## config.mk

```make
export PLATFORM = sky130hd
export DESIGN_NAME = serial_add_arbiter
export DESIGN_NICKNAME = d
export VERILOG_FILES = /design/src/rtl/serial_add_arbiter.sv
export SDC_FILE = /design/constraint.sdc
export NUM_CORES = 1
export LEC_CHECK = 0
export ABC_AREA = 1
export CORE_MARGIN = 3
export CORE_UTILIZATION = 45
export CTS_BUF_LIST = sky130_fd_sc_hd__clkbuf_16
export DETAILED_ROUTE_END_ITERATION = 10
export PLACE_DENSITY = 0.75
export SLEW_MARGIN = 25
export SYNTH_ARGS = -nofsm -noshare
export SYNTH_HDL_FRONTEND = slang
export SYNTH_SLANG_ARGS = --single-unit
```

## constraint.sdc

```tcl
create_clock -name clk -period 1.6 [get_ports clk]
set_input_delay 0.48 -clock clk [delete_from_list [all_inputs] [get_ports clk]]
set_output_delay 0.48 -clock clk [all_outputs]
set_load 0.01 [all_outputs]
```

## src/rtl/serial_add_arbiter.sv

```systemverilog
// Two-requester round-robin front end for a single shared bit-serial full adder.
// Operands are added LSB-first, one bit per clock; the result is reported with a done pulse and requester ID.
module serial_add_arbiter #(
  parameter int WIDTH = 8
) (
  input  logic             clk,
  input  logic             rst_n,
  input  logic             req0,
  input  logic [WIDTH-1:0] A0,
  input  logic [WIDTH-1:0] B0,
  input  logic             req1,
  input  logic [WIDTH-1:0] A1,
  input  logic [WIDTH-1:0] B1,
  output logic             gnt0,
  output logic             gnt1,
  output logic             busy,
  output logic [WIDTH-1:0] Sum,
  output logic             Carry,
  output logic             done,
  output logic             done_id
);

  localparam int CW = $clog2(WIDTH);
  localparam logic [CW-1:0] LAST_BIT = CW'(WIDTH - 1);

  typedef enum logic {IDLE, RUN} state_t;

  state_t           state;
  logic [WIDTH-1:0] a_sr, b_sr, sum_sr;
  logic [CW-1:0]    count;
  logic             carry_ff;
  logic             cur_id;
  logic             last_served;

  logic             h1, c1, s, c2, carry_next;
  logic             pick1;
  logic [WIDTH-1:0] next_sum;

  // Stage 1 combines the operand bits; stage 2 folds in the stored carry.
  assign h1         = a_sr[0] ^ b_sr[0];
  assign c1         = a_sr[0] & b_sr[0];
  assign s          = h1 ^ carry_ff;
  assign c2         = h1 & carry_ff;
  assign carry_next = c1 | c2;
  assign next_sum   = {s, sum_sr[WIDTH-1:1]};

  // On a tie the requester that was not served last wins.
  assign pick1 = req1 & (~req0 | ~last_served);

  // NOTE: every register here is written with <= so all of them update from
  // the same pre-edge values; blocking writes would make the bit cell see a
  // half-updated carry and shift registers.
  always_ff @(posedge clk or negedge rst_n) begin
    if (!rst_n) begin
      state       <= IDLE;
      gnt0        <= 1'b0;
      gnt1        <= 1'b0;
      busy        <= 1'b0;
      done        <= 1'b0;
      done_id     <= 1'b0;
      Sum         <= '0;
      Carry       <= 1'b0;
      count       <= '0;
      carry_ff    <= 1'b0;
      cur_id      <= 1'b0;
      last_served <= 1'b1;
      // NOTE: the datapath shift registers are cleared as well; they are
      // never observable, but a known value keeps simulation X-free.
      a_sr        <= '0;
      b_sr        <= '0;
      sum_sr      <= '0;
    end else begin
      gnt0 <= 1'b0;
      gnt1 <= 1'b0;
      done <= 1'b0;
      case (state)
        IDLE: begin
          if (req0 | req1) begin
            a_sr     <= pick1 ? A1 : A0;
            b_sr     <= pick1 ? B1 : B0;
            carry_ff <= 1'b0;
            count    <= '0;
            gnt0     <= ~pick1;
            gnt1     <= pick1;
            busy     <= 1'b1;
            cur_id   <= pick1;
            state    <= RUN;
          end
        end
        RUN: begin
          a_sr     <= a_sr >> 1;
          b_sr     <= b_sr >> 1;
          sum_sr   <= next_sum;
          carry_ff <= carry_next;
          count    <= count + 1'b1;
          if (count == LAST_BIT) begin
            Sum         <= next_sum;
            Carry       <= carry_next;
            done        <= 1'b1;
            done_id     <= cur_id;
            last_served <= cur_id;
            busy        <= 1'b0;
            state       <= IDLE;
          end
        end
        default: state <= IDLE;
      endcase
    end
  end

endmodule

```

======== After elaboration in Yosys (flattened, before gate mapping) ========
Cells that the tools add are included.
storage, ports and cells
  register bits after elaboration ......... 45
  output and inout bits ................... 14
  word-level logic and storage cells ...... 56
operators by class
  $add $sub $neg .......................... 1
  equal/unequal tests ..................... 3
  multiplexer cells ....................... 22
  bitwise operators ....................... 12
  reductions and logical operators ........ 3
operators with widths
  operator               number
  $mux W8                4
  $pmux W8 S2            2
  $mux W1                11
  $pmux W1 S2            3
  $pmux W3 S2            1
  $reduce_and A2 Y1      3
  $not A1 Y1             4
  $add A3 B1 Y3 const B  1
  $and A1 B1 Y1          3
  $eq A3 B3 Y1 const B   1
  $mux W3                1
  $or A1 B1 Y1           3
  $ne A2 B1 Y1 const B   1
  $ne A2 B2 Y1 const B   1
  $xor A1 B1 Y1          2

======== Depth between registers and ports, before layout ========
  depth in word-level cells ............... 6
  depth in mapped cells ................... 7
  depth with buffers taken out ............ 6

======== Worst setup path before layout ========
OpenSTA, ideal clock, no wires.
  path kind ............................... register -> register
  start ................................... reg count[0]
  end ..................................... reg done_id
  library setup time ...................... 0.118 ns
  arrival time ............................ 1.172 ns
  data required time ...................... 1.482 ns
  path slack .............................. 0.310 ns
  stages on the path, launching flop included .. 8
  path buffers ............................ 1
  period minus slack after synthesis ...... 1.290 ns
  cells stage by stage .................... dfrtp_1 > ha_1 > ha_1 > nand2_1 > buf_2 > inv_1 > nand2_1 > nand2_1
between the ends
  longest elaborated chain between the ends .. 2
ends and longest elaborated chain
  item                                RTL line  RTL
  start, declared                     30        logic [CW-1:0] count;
  start signal, assigned              95        count <= count + 1'b1;
  $eq A3 B3 Y1                        96        if (count == LAST_BIT) begin
  $reduce_and A2 Y1 (no source line)  --
  end signal, assigned                100       done_id <= cur_id;
  end, declared                       20        output logic done_id
Every way passes these cells.
A chain may end at the register's enable or synchronous reset.

======== Worst setup path after layout ========
  start ................................... in req1
  end ..................................... reg carry_ff
between the ends
  longest elaborated chain between the ends .. 2
ends and longest elaborated chain
  item                           RTL line  RTL
  start, declared                11        input logic req1,
  $or A1 B1 Y1                   78        if (req0 | req1) begin
  $ne A2 B2 Y1 (no source line)  --
  end signal, assigned           94        carry_ff <= carry_next;
  end, declared                  31        logic carry_ff;
Every way passes these cells.

==> out/summary.txt <==
Clk_skew = 0.003714 ns
Final Non-Filler Cells = 416
Final layout net count = 388
Number of global-route vias before repair = 1798
Slew @ Worst Pin = 0.4094 ns
Period minus WS final = 1.486 ns
Starting Density = 0.4719
Setup slack at placement = -0.1742 ns
Syn-to-layout area delta = 34.73%
RSZ-0062 raised after global routing = false
WL per Instance = 10.50 um
Crit Path Max Fanout = 7
Die width = 77.08 um
Placed instance area = 2909 sq um
Syn_area_per_cell = 7.921 sq um
Clock transition at the registers of the reported paths = 0.06 ns
Core ar. = 4817 sq um
Ant diodes = 0
Largest net degree at the start of global routing = 29
DRC = 0
Final wirelength = 4.369 mm
Mapped Cells = 287
Placed cells = 408
CTS tree = yes
Slowest CP cell = clkdlybuf4s50_1
Initial DRC Count = 81
CTS Hold Bufs = 0
Post CTS Setup Buffer Count = 0
Post-synth net total = 327
Max-slew headroom = 0.7271
Pwr/cell area = 1495 nW/um^2
Worst Hold Class = in2async
Max-cap violation count = 0
Req. time, crit path = 1.75 ns
Crit path top cell by count = buf_4
Status = completed
Fin. Hold Viols = 0
Drt pass-1 iters = 4
DR vias = 1895
DRT antenna net count = 0
Distinct cell type count of the synthesized netlist = 22
Leak pwr = 0.001687 uW
Skew-Pair Late Insertion Delay = 0.28 ns
Type of the worst setup path = in2reg
DIE AREA = 5941 sq um
Initial antenna violation count = 0
Max Slew Vio Count = 0
Seq cells post-synth = 44
Buffer levels on the longest clock path = 2
Sequential fraction of the synthesis area = 0.4849
Mapped Area = 2273 sq um
Delay-heaviest family, CP = buffers and inverters
Htree depth = 2
Yosys top cell area share = 0.4733
Synth warn = 0
R2R setup slack = 0.31 ns
Hpwl dp = 3.297 mm
F_max = 0.6729 GHz
Startpoint types = input pin
Hold slack = 0.1243 ns
Main area contributors after synthesis = dfrtp_1 47%, nand2_1 16%, nand3_1 9.5%, inv_1 9.1%, o21ai_0 4.2%
Gr usage total = 0.1612
First-pass GRT wire length = 7.769 mm
Global route overflow = 0
Final WS setup = 0.1140 ns
Final instance area = 3063 sq um
Part of the cycle the worst path needs = 0.9288
Yosys top cell by area = dfrtp_1
Num CTS Buffers = 5
Depth of the worst register-to-register path = 5
Data arrival, critical path = 1.64 ns
GPL Wtd Cong = 0.8279
# setup viols final = 0
CP endpoint kind = flop
Fill count = 453
R2R Path End = Sum[0]$_DFFE_PN0P_
Share of cells above drive strength 1 = 0.1003
IO Pins = 50
# rows = 25
Die height = 77.08 um
Power Total = 4580 uW
Port bufs = 49
Worst VDD drop = 0.5887 mV
Clock sinks = 44
Largest stage delay on the critical path = 0.59 ns
CTS root buf = clkbuf_16
Via/cell ratio = 4.555
Reg2reg start = count[0]$_DFFE_PN0P_
Crit path cell chain = clkdlybuf4s50_1, buf_4, nor3_2, buf_4, nand2_1, o21ai_0
Bufs and invs on worst path = 3
==> cell families (layout without fill, tap and decap cells) <==
logic type,Yosys count,in the layout,share of synthesized area
buffers and inverters,69,131,0.1447
adder cells (fa/ha/maj),4,4,0.02532
AO/OA/AOI/OAI,21,21,0.04733
flip-flops,44,44,0.4849
AND/OR/NAND/NOR,149,149,0.2977
==> sequential cells by signal, summed over array words and instances, names as in the netlist, 3 cells and up <==
name	flops
a_sr	8
count	3
b_sr	8
Sum	8
sum_sr	7
==> per-layer routing <==
metal,global-route usage,up-vias,part of all wire
met1,0.1876,827,0.43
li1,-,992,-
met2,0.2875,63,0.49
met5,0,-,0
met4,0.05338,0,0.018
met3,0.04225,13,0.066
==> cell usage after synthesis <==
cell type	number
nor2_1	2
ha_1	3
dfstp_2	1
nand2_4	2
nand3_2	3
nor3_2	1
buf_2	3
nor2_4	1
nor2_8	1
dfrtp_1	43
inv_1	55
a21oi_1	1
nand2_1	96
fa_1	1
clkbuf_1	2
o21a_1	1
buf_8	1
o21ai_0	19
nand3_1	43
clkbuf_8	1
buf_6	6
inv_2	1
==> worst max-delay path by stage <==
stage,from,end,slack [ns],depth (start not counted)
after global routing,req0,b_sr[0]$_DFFE_PN0P_,0.03,7
after CTS,req0,a_sr[4]$_DFFE_PN0P_,0.12,7
after detailed placement,req0,b_sr[0]$_DFFE_PN0P_,-0.17,7
after floorplan,count[0]$_DFFE_PN0P_,done_id$_DFFE_PN0P_,0.31,7
after global placement,req1,a_sr[1]$_DFFE_PN0P_,-0.15,7
final,req1,carry_ff$_DFFE_PN0P_,0.11,6
==> power by group <==
part / switching (uW) / internal [uW] / leakage, uW / total (uW)
clock: 389 / 725 / 0.0000789 / 1110
combinational: 914 / 728 / 0.00104 / 1640
sequential: 252 / 1570 / 0.000565 / 1820
==> layout make-up <==
class | instances | area [sq um] | share of cell area
tap | 67 | 83.83 | 0.02737
timing repair buffer | 67 | 653.1 | 0.2132
clock inverter | 3 | 37.54 | 0.01225
multi-input combinational | 174 | 850.8 | 0.2778
inverter | 56 | 210.2 | 0.06863
clock buffer | 5 | 125.1 | 0.04085
sequential | 44 | 1102 | 0.3599
==> through the flow <==
stage	TNS [ns]	util
finish	0	0.6358
global route	0	0.6358
CTS	0	0.6340
detailed placement	-3.409	0.6039
global placement	-2.753	0.6039
floorplan	0	-
==> cell usage in the layout (no fill, tap or decap), drive strengths merged, types with 3 or more instances in the layout <==
cell,instances
nand3,46
nor2,4
o21ai,19
clkbuf,5
buf,19
dlygate4sd2,14
ha,3
inv,56
nand2,98
dfrtp,43
clkdlybuf4s50,34
==> repair_timing <==
item	4_1_cts	5_1_grt
setup endpoints to repair	14	1
cloned	0	0
resized for setup	14	1
No activity file was read; power rests on OpenSTA's default activity.
